$ cat config.mk
export PLATFORM = sky130hd
export DESIGN_NAME = jzjpcc_ex_mem_stage
export DESIGN_NICKNAME = d
export VERILOG_FILES = /design/src/rtl/jzjpcc_pkg.sv /design/src/rtl/jzjpcc_store_align.sv /design/src/rtl/jzjpcc_ex_mem_stage.sv
export SDC_FILE = /design/constraint.sdc
export NUM_CORES = 1
export LEC_CHECK = 0
export CORE_MARGIN = 2
export CORE_UTILIZATION = 50
export DETAILED_ROUTE_END_ITERATION = 7
export PLACE_DENSITY = 0.81
export SLEW_MARGIN = 20
export SYNTH_ARGS = -nofsm -noshare
export SYNTH_HDL_FRONTEND = slang
export SYNTH_SLANG_ARGS = --single-unit
$ cat constraint.sdc
create_clock -name clock -period 3.2 [get_ports clock]
set_input_delay 0.48 -clock clock [delete_from_list [all_inputs] [get_ports clock]]
set_output_delay 0.48 -clock clock [all_outputs]
set_load 0.02 [all_outputs]
$ cat src/rtl/jzjpcc_pkg.sv
// Shared types for the JZJ pipelined core EX/MEM stage.
// Optional build macro: JZJPCC_MISALIGN_TRAP_EN (see jzjpcc_store_align).
package jzjpcc_pkg;

    typedef enum logic [1:0] {
        BYTE  = 2'b00,
        HALF  = 2'b01,
        WORD  = 2'b10,
        DWORD = 2'b11
    } mem_size_t;

    typedef enum logic {
        ALU_RESULT = 1'b0,
        MEMORY_OUT = 1'b1
    } rd_source_t;

    // Control half of a buffered entry; the XLEN-wide fields live beside it.
    typedef struct packed {
        logic       mem_write;
        rd_source_t rd_source;
        logic       rd_write;
        logic       misaligned;
    } entry_ctrl_t;

    // A 32-bit core has no doubleword access; it degrades to a word.
    function automatic mem_size_t eff_size(input mem_size_t s, input int xlen);
        return (xlen == 32 && s == DWORD) ? WORD : s;
    endfunction

endpackage

$ cat src/rtl/jzjpcc_store_align.sv
// Size/offset -> byte-lane mask, lane-replicated store data, misalignment flag.
// JZJPCC_MISALIGN_TRAP_EN enables the misaligned flag; otherwise it is tied 0.
module jzjpcc_store_align
    import jzjpcc_pkg::*;
#(
    parameter int XLEN = 32
) (
    input  logic [1:0]                   i_size,
    input  logic [$clog2(XLEN/8)-1:0]    i_offset,
    input  logic [XLEN-1:0]              i_data,
    output logic [XLEN/8-1:0]            o_mask,
    output logic [XLEN-1:0]              o_wdata,
    output logic                         o_misaligned
);
    localparam int LANES    = XLEN / 8;
    localparam int ADDR_LSB = $clog2(LANES);

    mem_size_t             w_size;
    logic [ADDR_LSB-1:0]   w_half_off;
    logic [ADDR_LSB-1:0]   w_word_off;

    assign w_size     = eff_size(mem_size_t'(i_size), XLEN);
    // Lanes always snap down to the access size, so the mask never straddles.
    assign w_half_off = i_offset & ~ADDR_LSB'(1);
    assign w_word_off = i_offset & ~ADDR_LSB'(3);

    always_comb begin
        o_mask  = '1;
        o_wdata = i_data;
        case (w_size)
            BYTE: begin
                o_mask  = LANES'(1) << i_offset;
                o_wdata = {LANES{i_data[7:0]}};
            end
            HALF: begin
                o_mask  = LANES'(3) << w_half_off;
                o_wdata = {(LANES/2){i_data[15:0]}};
            end
            WORD: begin
                o_mask  = LANES'(15) << w_word_off;
                o_wdata = {(LANES/4){i_data[31:0]}};
            end
            default: begin
                o_mask  = '1;
                o_wdata = i_data;
            end
        endcase
    end

`ifdef JZJPCC_MISALIGN_TRAP_EN
    always_comb begin
        o_misaligned = 1'b0;
        case (w_size)
            HALF:    o_misaligned = i_offset[0];
            WORD:    o_misaligned = |i_offset[1:0];
            DWORD:   o_misaligned = |i_offset;
            default: o_misaligned = 1'b0;
        endcase
    end
`else
    assign o_misaligned = 1'b0;
`endif

endmodule

$ cat src/rtl/jzjpcc_ex_mem_stage.sv
// EX->MEM 2-entry skid buffer (head H + skid S) with flush and lane alignment.
// JZJPCC_MISALIGN_TRAP_EN: flag misaligned accesses and suppress their stores.
module jzjpcc_ex_mem_stage
    import jzjpcc_pkg::*;
#(
    parameter int XLEN      = 32,
    parameter int RD_ADDR_W = 5
) (
    input  logic                              clock,
    input  logic                              reset_n,
    input  logic                              flush,
    input  logic                              ex_valid,
    output logic                              ex_ready,
    input  logic [XLEN-1:0]                   ex_alu_result,
    input  logic [XLEN-1:0]                   ex_store_data,
    input  logic [RD_ADDR_W-1:0]              ex_rd_addr,
    input  logic [1:0]                        ex_mem_size,
    input  logic                              ex_mem_read,
    input  logic                              ex_mem_write,
    input  logic                              ex_rd_write,
    output logic                              mem_valid,
    input  logic                              mem_ready,
    output logic [XLEN-$clog2(XLEN/8)-1:0]    mem_word_addr,
    output logic [XLEN/8-1:0]                 mem_byte_mask,
    output logic [XLEN-1:0]                   mem_write_data,
    output logic                              mem_write_en,
    output logic [XLEN-1:0]                   mem_alu_result,
    output logic [RD_ADDR_W-1:0]              mem_rd_addr,
    output logic                              mem_rd_source,
    output logic                              mem_rd_write,
    output logic                              mem_misaligned
);
    localparam int LANES    = XLEN / 8;
    localparam int ADDR_LSB = $clog2(LANES);

    logic [LANES-1:0]       w_mask;
    logic [LANES-1:0]       w_new_mask;
    logic [XLEN-1:0]        w_new_wdata;
    logic                   w_mis;
    entry_ctrl_t            w_new_ctrl;

    logic                   r_h_vld, r_s_vld, r_ex_ready;
    logic [XLEN-1:0]        r_h_alu, r_s_alu, r_h_wdata, r_s_wdata;
    logic [LANES-1:0]       r_h_mask, r_s_mask;
    logic [RD_ADDR_W-1:0]   r_h_rd, r_s_rd;
    entry_ctrl_t            r_h_ctrl, r_s_ctrl;

    logic w_acc, w_pop, w_h_from_s, w_h_from_ex, w_s_from_ex;
    logic w_h_vld_nxt, w_s_vld_nxt;

    jzjpcc_store_align #(.XLEN(XLEN)) u_align (
        .i_size       (ex_mem_size),
        .i_offset     (ex_alu_result[ADDR_LSB-1:0]),
        .i_data       (ex_store_data),
        .o_mask       (w_mask),
        .o_wdata      (w_new_wdata),
        .o_misaligned (w_mis)
    );

    // Non-memory ops still travel for writeback but touch no lanes.
    assign w_new_mask           = (ex_mem_read || ex_mem_write) ? w_mask : '0;
    assign w_new_ctrl.mem_write  = ex_mem_write;
    assign w_new_ctrl.rd_source  = rd_source_t'(ex_mem_read);
    assign w_new_ctrl.rd_write   = ex_rd_write;
    assign w_new_ctrl.misaligned = w_mis;

    assign w_acc       = ex_valid && r_ex_ready;
    assign w_pop       = r_h_vld && mem_ready;
    assign w_h_from_s  = w_pop && r_s_vld;
    assign w_h_from_ex = w_acc && (!r_h_vld || (w_pop && !r_s_vld));
    assign w_s_from_ex = w_acc && !w_h_from_ex;

    always_comb begin
        w_h_vld_nxt = r_h_vld;
        w_s_vld_nxt = r_s_vld;
        if (flush) begin
            w_h_vld_nxt = 1'b0;
            w_s_vld_nxt = 1'b0;
        end else begin
            if (w_h_from_s || w_h_from_ex) w_h_vld_nxt = 1'b1;
            else if (w_pop)                w_h_vld_nxt = 1'b0;
            if (w_s_from_ex)               w_s_vld_nxt = 1'b1;
            else if (w_h_from_s)           w_s_vld_nxt = 1'b0;
        end
    end

    always_ff @(posedge clock or negedge reset_n) begin
        if (!reset_n) begin
            r_h_vld    <= 1'b0;
            r_s_vld    <= 1'b0;
            r_ex_ready <= 1'b1;
        end else begin
            r_h_vld    <= w_h_vld_nxt;
            r_s_vld    <= w_s_vld_nxt;
            r_ex_ready <= !w_s_vld_nxt;
        end
    end

    // Payload needs no flush gating: the valid bits already discard it.
    always_ff @(posedge clock or negedge reset_n) begin
        if (!reset_n) begin
            r_h_alu   <= '0;
            r_h_wdata <= '0;
            r_h_mask  <= '0;
            r_h_rd    <= '0;
            r_h_ctrl  <= '0;
            r_s_alu   <= '0;
            r_s_wdata <= '0;
            r_s_mask  <= '0;
            r_s_rd    <= '0;
            r_s_ctrl  <= '0;
        end else begin
            if (w_h_from_s) begin
                r_h_alu   <= r_s_alu;
                r_h_wdata <= r_s_wdata;
                r_h_mask  <= r_s_mask;
                r_h_rd    <= r_s_rd;
                r_h_ctrl  <= r_s_ctrl;
            end else if (w_h_from_ex) begin
                r_h_alu   <= ex_alu_result;
                r_h_wdata <= w_new_wdata;
                r_h_mask  <= w_new_mask;
                r_h_rd    <= ex_rd_addr;
                r_h_ctrl  <= w_new_ctrl;
            end
            if (w_s_from_ex) begin
                r_s_alu   <= ex_alu_result;
                r_s_wdata <= w_new_wdata;
                r_s_mask  <= w_new_mask;
                r_s_rd    <= ex_rd_addr;
                r_s_ctrl  <= w_new_ctrl;
            end
        end
    end

    assign ex_ready       = r_ex_ready;
    assign mem_valid      = r_h_vld;
    assign mem_word_addr  = r_h_alu[XLEN-1:ADDR_LSB];
    assign mem_byte_mask  = r_h_mask;
    assign mem_write_data = r_h_wdata;
    assign mem_write_en   = r_h_vld && r_h_ctrl.mem_write && !r_h_ctrl.misaligned;
    assign mem_alu_result = r_h_alu;
    assign mem_rd_addr    = r_h_rd;
    assign mem_rd_source  = r_h_ctrl.rd_source;
    assign mem_rd_write   = r_h_ctrl.rd_write;
    assign mem_misaligned = r_h_ctrl.misaligned;

endmodule

==> qor.yml, run 1 <==
die:
  die_height_um: 120.7
  initial_utilization_pct: 51.21
  num_rows: 42
  io_pins: 188
  core_area_um2: 13300
  die_w_um: 120.7
  dieArea_um2: 14570
cts:
  clkTransAtPathRegs_ps: 60
  worstSkewPairLatency_ps: 420
  clockBufferDepth: 2
  root_buffer: "clkbuf_16"
  cts_made_buffers: 17
  htreeDepth: 4
  cts_tree: "yes"
  clock-sinks: 155
  postCtsSetupBuffers: 0
  ctsResizeCount: 0
setup_path:
  crit_path_cell_trace: "and2_1 -> clkdlybuf4s50_1"
  critPathCaptureType: "output port"
  crit_arrival_ps: 1770
  worstPathRequired_ps: 2720
  crit_buf_inv: 1
  cp-start-kind: "flop"
  critPathTopFamily: "buffers and inverters"
  crit_slowest_cell: "clkdlybuf4s50_1"
  cpPeakStageDelay_ps: 600
  worstSetupPathType: "reg2out"
  crit_fanout: 9
sta:
  worst_pin_slew_ps: 640.5
  hold_viol: 0
  relSlewSlack_pct: 57.30
  tns_ps: 0
  finalMaxSlewViolations: 0
  min_period_ps: 2246
  rsz0062_at_grt: "no"
  setup_viol: 0
  fmax_mhz: 445.2
  post-route-period-util_pct: 70.19
  clock_skew_ps: 4.655
detailed_routing:
  drt_first_pass_iters: 6
  drt-initial-drc-count: 401
  wl_per_cell_um: 18.86
  vias: 5417
  drc_errors: 0
  postRouteWirelength_mm: 17.63
  drtAntennaViolNets: 0
  vias_per_cell: 5.794
place:
  portBuffers: 186
  hpwl_mm: 11.92
  place.gp.congestion: 0.8453
yosys:
  ys_warn_count: 0
  ys_seq_area_share_pct: 56.98
  avgSynthCellArea_um2: 11.25
  synthDistinctLibCells: 35
  synth_area_leaders: "dfrtp_1 (57%), mux2_2 (7.6%), o22ai_1 (4.6%)"
  ys_async_sr_fraction_pct: 100.0
  ys.flop_type: "dfrtp_1"
  synthCells: 605
  synth_top_area_share_pct: 56.60
  syn_nets: 684
  syn_area_um2: 6809
  synth-edff-count: 0
  synth_commonest_cells: "dfrtp_1 (154), nor2_1 (60), nor3_1 (58)"
  yosysMostFrequentCell: "dfrtp_1"
  ys_seq_elements: 155
  synth.largest_area_cell: "dfrtp_1"
global_route:
  grt_max_degree: 69
  grt_pass1_vias: 5610
  grt.met1_usage_pct: 30.75
  grt_pass1_wl_mm: 28.17
  use_met2_pct: 41.88
  grt-ovfl-total: 0
  grt.busiest_layer: "met2"
  grt_usage_pct: 24.83
  globalRouteMet3Util_pct: 5.236
  antenna_found_initial: 0
final_layout:
  drive_gt1_share_pct: 13.97
  insertedDiodeCount: 0
  final_nets: 826
  area_growth_pct: 34.60
  final_core_util_pct: 68.93
  nFillCells: 958
pwr:
  irDropWorstVdd_uv: 357.8
  cellLeakagePower_nw: 3.824
  power_density_nw_per_um2: 678.0
  power_mw: 6.214
worst_hold_path:
  hold_path.class: "reg2reg"
outcome:
  status: "finished clean"
run:
  max_cap_violations: 0
==> logic make-up after synthesis <==
kind of cell / synth area share (%)
AND/OR/NAND/NOR: 12.31
multiplexers: 10.12
AO/OA/AOI/OAI: 13.07
other: 0.05507
buffers and inverters: 7.461
flip-flops: 56.98
==> registers in the layout, summed over array words and instances, names as in the netlist <==
register,flops
r_s_ctrl,3
r_s_vld,1
mem_byte_mask,4
r_s_rd,5
r_h_ctrl,1
mem_write_data,32
ex_ready,1
mem_alu_result,32
mem_rd_write,1
mem_rd_source,1
r_s_mask,4
r_s_alu,32
mem_valid,1
mem_rd_addr,5
r_s_wdata,32
==> tightest hold or removal path, cell delays in order, from the launching register on <==
cell and delay, ps:
dfrtp_1 340, nand2_1 50, o21ai_0 60
==> area by class of cell <==
cell class              count  area (um^2)  area share (%)
flip-flops and latches    155         3880           42.33
clock buffers              23        478.0           5.215
inverters                   2        7.507         0.08191
well taps                 176        220.2           2.403
multi-input cells         370         2436           26.58
clock inverters             8        140.1           1.529
repair buffers            201         2003           21.86
==> final timing paths <==
check	startpoint	to	slack [ps]	depth (start not counted)
max	mem_valid	mem_write_en	950	2
min	r_s_alu[1]	r_s_alu[1]	490	2
max reg2reg	mem_valid	r_s_alu[17]	1270	3
min reg2reg	r_s_alu[1]	r_s_alu[1]	490	2
max in group asynchronous	reset_n	mem_alu_result[9]	1780	3
min in group asynchronous	reset_n	mem_write_data[22]	560	2
==> timing repair <==
action,4_1_cts,5_1_grt
hold endpoints to repair,7,0
setup endpoints to repair,0,0
hold buffers,1,0
==> where the power goes <==
part | leakage (nW) | internal, mW | switching [mW]
Sequential | 1.83 | 2.37 | 0.262
Clock | 0.307 | 1.36 | 0.756
Combinational | 1.69 | 0.753 | 0.714
==> stage by stage <==
stage / area, um^2 / std cells / hold WS, ps / setup slack [ps]
finish: 9165 / 935 / 489.3 / 954.0
global route: 9165 / 935 / 502.6 / 894.3
CTS: 9165 / 935 / 486.4 / 938.0
detailed placement: 8537 / 903 / 440.3 / 752.8
global placement: 8537 / 903 / 434.5 / 805.5
floorplan: 6809 / 605 / 184.4 / 1557
==> per-layer routing <==
layer,up-vias,part of all wire [%]
li1,2422,-
met1,2722,41
met2,227,51
met3,46,5.9
met4,0,3.0
met5,-,0
==> cell usage in the layout (no fill, tap or decap), drive strengths merged, types with 15 or more instances in the layout <==
cell | Yosys | routed
a221o | 20 | 20
buf | 65 | 15
clkbuf | 13 | 23
clkdlybuf4s50 | 0 | 185
dfrtp | 154 | 154
mux2 | 47 | 47
mux2i | 16 | 16
nand2 | 42 | 42
nor2 | 61 | 61
nor2b | 16 | 16
nor3 | 58 | 58
o21ai | 19 | 19
o22ai | 50 | 50
No activity file was read; power rests on OpenSTA's default activity.
==> run 2, diff against run 1 <==
--- a/config.mk
+++ b/config.mk
@@ -6,9 +6,9 @@
 export NUM_CORES = 1
 export LEC_CHECK = 0
 export CORE_MARGIN = 2
-export CORE_UTILIZATION = 50
+export CORE_UTILIZATION = 48
 export DETAILED_ROUTE_END_ITERATION = 7
-export PLACE_DENSITY = 0.81
+export PLACE_DENSITY = 0.78
 export SLEW_MARGIN = 20
 export SYNTH_ARGS = -nofsm -noshare
 export SYNTH_HDL_FRONTEND = slang
==> constraint.sdc (replaced) <==
create_clock -name clock -period 2.1 [get_ports clock]
set_input_delay 0.315 -clock clock [delete_from_list [all_inputs] [get_ports clock]]
set_output_delay 0.315 -clock clock [all_outputs]
set_load 0.02 [all_outputs]
==> run 2 against run 1 <==
Die area is 4.0% higher. Clock power is 53% higher. Setup slack worse by 860 ps. Sequential power is 52% higher. Register-to-register slack worse by 850 ps. Critical path type unchanged. Critical endpoint unchanged.
==> qor.yml, run 2 (synthesis gave the netlist of run 1 again) <==
place:
  place.gp.congestion: 0.8170  # was 0.8453
  portBuffers: 186  # unchanged
  dp_slack_ps: 98.12  # was 752.8 ps
  hpwl_mm: 12.13  # was 11.92 mm
final_layout:
  layout_common_cells: "clkdlybuf4s50_1 (185), dfrtp_1 (153), nor2_1 (60)"  # was clkdlybuf4s50_1 (185), dfrtp_1 (154), nor2_1 (60)
  final_nets: 839  # was 826
  drive_gt1_share_pct: 15.41  # was 13.97%
  final_core_util_pct: 67.51  # was 68.93%
  area_growth_pct: 37.61  # was 34.60%
  insertedDiodeCount: 0  # unchanged
  layout_commonest_cell: "clkdlybuf4s50_1"  # unchanged
detailed_routing:
  vias: 5433  # was 5,417
  drt_first_pass_iters: 5  # was 6
  wl_per_cell_um: 18.96  # was 18.86 um
  drtAntennaViolNets: 0  # unchanged
  postRouteWirelength_mm: 18.05  # was 17.63 mm
  vias_per_cell: 5.707  # was 5.794
  drc_errors: 0  # unchanged
  drt-initial-drc-count: 481  # was 401
pwr:
  power_density_nw_per_um2: 1013  # was 678.0 nW/um^2
  power_mw: 9.493  # was 6.214 mW
  irDropWorstVdd_uv: 508.9  # was 357.8 uV
  cellLeakagePower_nw: 3.915  # was 3.824 nW
outcome:
  status: "finished clean"  # unchanged
setup_path:
  crit_arrival_ps: 1690  # was 1770 ps
  worstSetupPathType: "reg2out"  # unchanged
  critPathCaptureType: "output port"  # unchanged
  crit_path_cell_trace: "and2_1 -> clkdlybuf4s50_1"  # unchanged
  r2r-start: "ex_ready"  # was mem_valid
  crit_buf_inv: 1  # unchanged
  cpPeakStageDelay_ps: 610  # was 600 ps
  crit_fanout: 9  # unchanged
  worstPathRequired_ps: 1780  # was 2720 ps
  critPathTopFamily: "buffers and inverters"  # unchanged
  crit_start: "mem_valid"  # unchanged
  cp-start-kind: "flop"  # unchanged
  crit_slowest_cell: "clkdlybuf4s50_1"  # unchanged
cts:
  cts_tree: "yes"  # unchanged
  clkTransAtPathRegs_ps: 60  # about the same
  worstSkewPairLatency_ps: 420  # about the same
  cts_made_buffers: 17  # unchanged
  clock-sinks: 155  # unchanged
  postCtsSetupBuffers: 0  # unchanged
  root_buffer: "clkbuf_16"  # unchanged
  htreeDepth: 4  # unchanged
  clockBufferDepth: 2  # unchanged
sta:
  tns_ps: 0  # unchanged
  fmax_mhz: 498.6
  relSlewSlack_pct: 66.00  # was 57.30%
  post-route-period-util_pct: 95.51
  hold_viol: 0  # unchanged
  finalMaxSlewViolations: 0  # unchanged
  setup_slack_ps: 94.24  # was 954.0 ps
  worst_pin_slew_ps: 509.9  # was 640.5 ps
  clock_skew_ps: 7.954  # was 4.655 ps
  hold_ws_ps: 411.3  # was 489.3 ps
  rsz0062_at_grt: "no"  # unchanged
  setup_viol: 0  # unchanged
  min_period_ps: 2006
global_route:
  grt_pass1_vias: 5467  # was 5,610
  antenna_found_initial: 0  # unchanged
  grt-ovfl-total: 0  # unchanged
  grt_usage_pct: 24.53  # was 24.83%
  grt_pass1_wl_mm: 28.37  # was 28.17 mm
  grt_max_degree: 69  # unchanged
run:
  max_cap_violations: 0  # unchanged
worst_hold_path:
  hold_path.class: "in2async"  # was reg2reg
die:
  dieArea_um2: 15150  # was 14,570 um^2
  core_area_um2: 13880  # was 13,300 um^2
  die_w_um: 123.1  # was 120.7 um
  num_rows: 43  # was 42
  die_height_um: 123.1  # was 120.7 um
  io_pins: 188  # unchanged
  initial_utilization_pct: 49.05  # was 51.21%
run 2: cell count changes in the layout (fill, tap and decap cells not counted):
| cell | change |
|---|---|
| buf_12 | +8 |
| buf_4 | +5 |
| clkinv_2 | -2 |
| clkbuf_1 | +1 |
| clkinvlp_4 | +1 |
| dfrtp_1 | -1 |
| dfrtp_2 | +1 |
run 2: path summary, 6_finish.rpt:
kind | endpoint | slack [ps] | cells after the start
max | mem_write_en | 90 | 2
min | mem_alu_result[5] | 410 | 2
max reg2reg | mem_alu_result[26] | 420 | 5
min reg2reg | r_s_wdata[26] | 490 | 2
max in group asynchronous | ex_ready | 960 | 3
min in group clock | r_s_wdata[26] | 490 | 2
run 2: area by class of cell:
class	count	area, um^2
multi-input combinational	370	2436
clock buffer	24	481.7
inverter	2	7.507
sequential	155	3881
fill	1018	4511
tap	180	225.2
clock inverter	7	137.6
timing repair buffer	214	2201
run 2: layer usage:
layer  routed length [um]  vias up  GRT usage [%]
li1                     -     2468              -
met1                 7865     2725          33.30
met2                 8699      210          38.71
met3                 1038       30          5.028
met4                  447        0          10.09
met5                    0        -              0
run 2: report_power, final:
part           switching, mW  internal [mW]  leakage (nW)
registers              0.393           3.61          1.83
clock network           1.14           2.07         0.300
logic                   1.08           1.18          1.79
total                   2.62           6.87          3.92
run 2: timing repair:
action                                 in CTS  in global routing
gates resized for setup                     1                  0
setup endpoints to repair                   1                  0
endpoints found under the hold margin      52                  0
hold buffers                                1                  0
run 2: worst reg2reg max path, delay by kind of cell, from the launching register on:
kind	cells	cell delay, ps
AO/OA/AOI/OAI	2	520
flip-flops	1	580
AND/OR/NAND/NOR	2	220
buffers and inverters	1	250
run 2: stage by stage:
stage | cells | cell area, um^2
floorplan | 605 | 6809
global route | 952 | 9370
CTS | 952 | 9370
finish | 952 | 9370
detailed placement | 920 | 8740
global placement | 920 | 8740
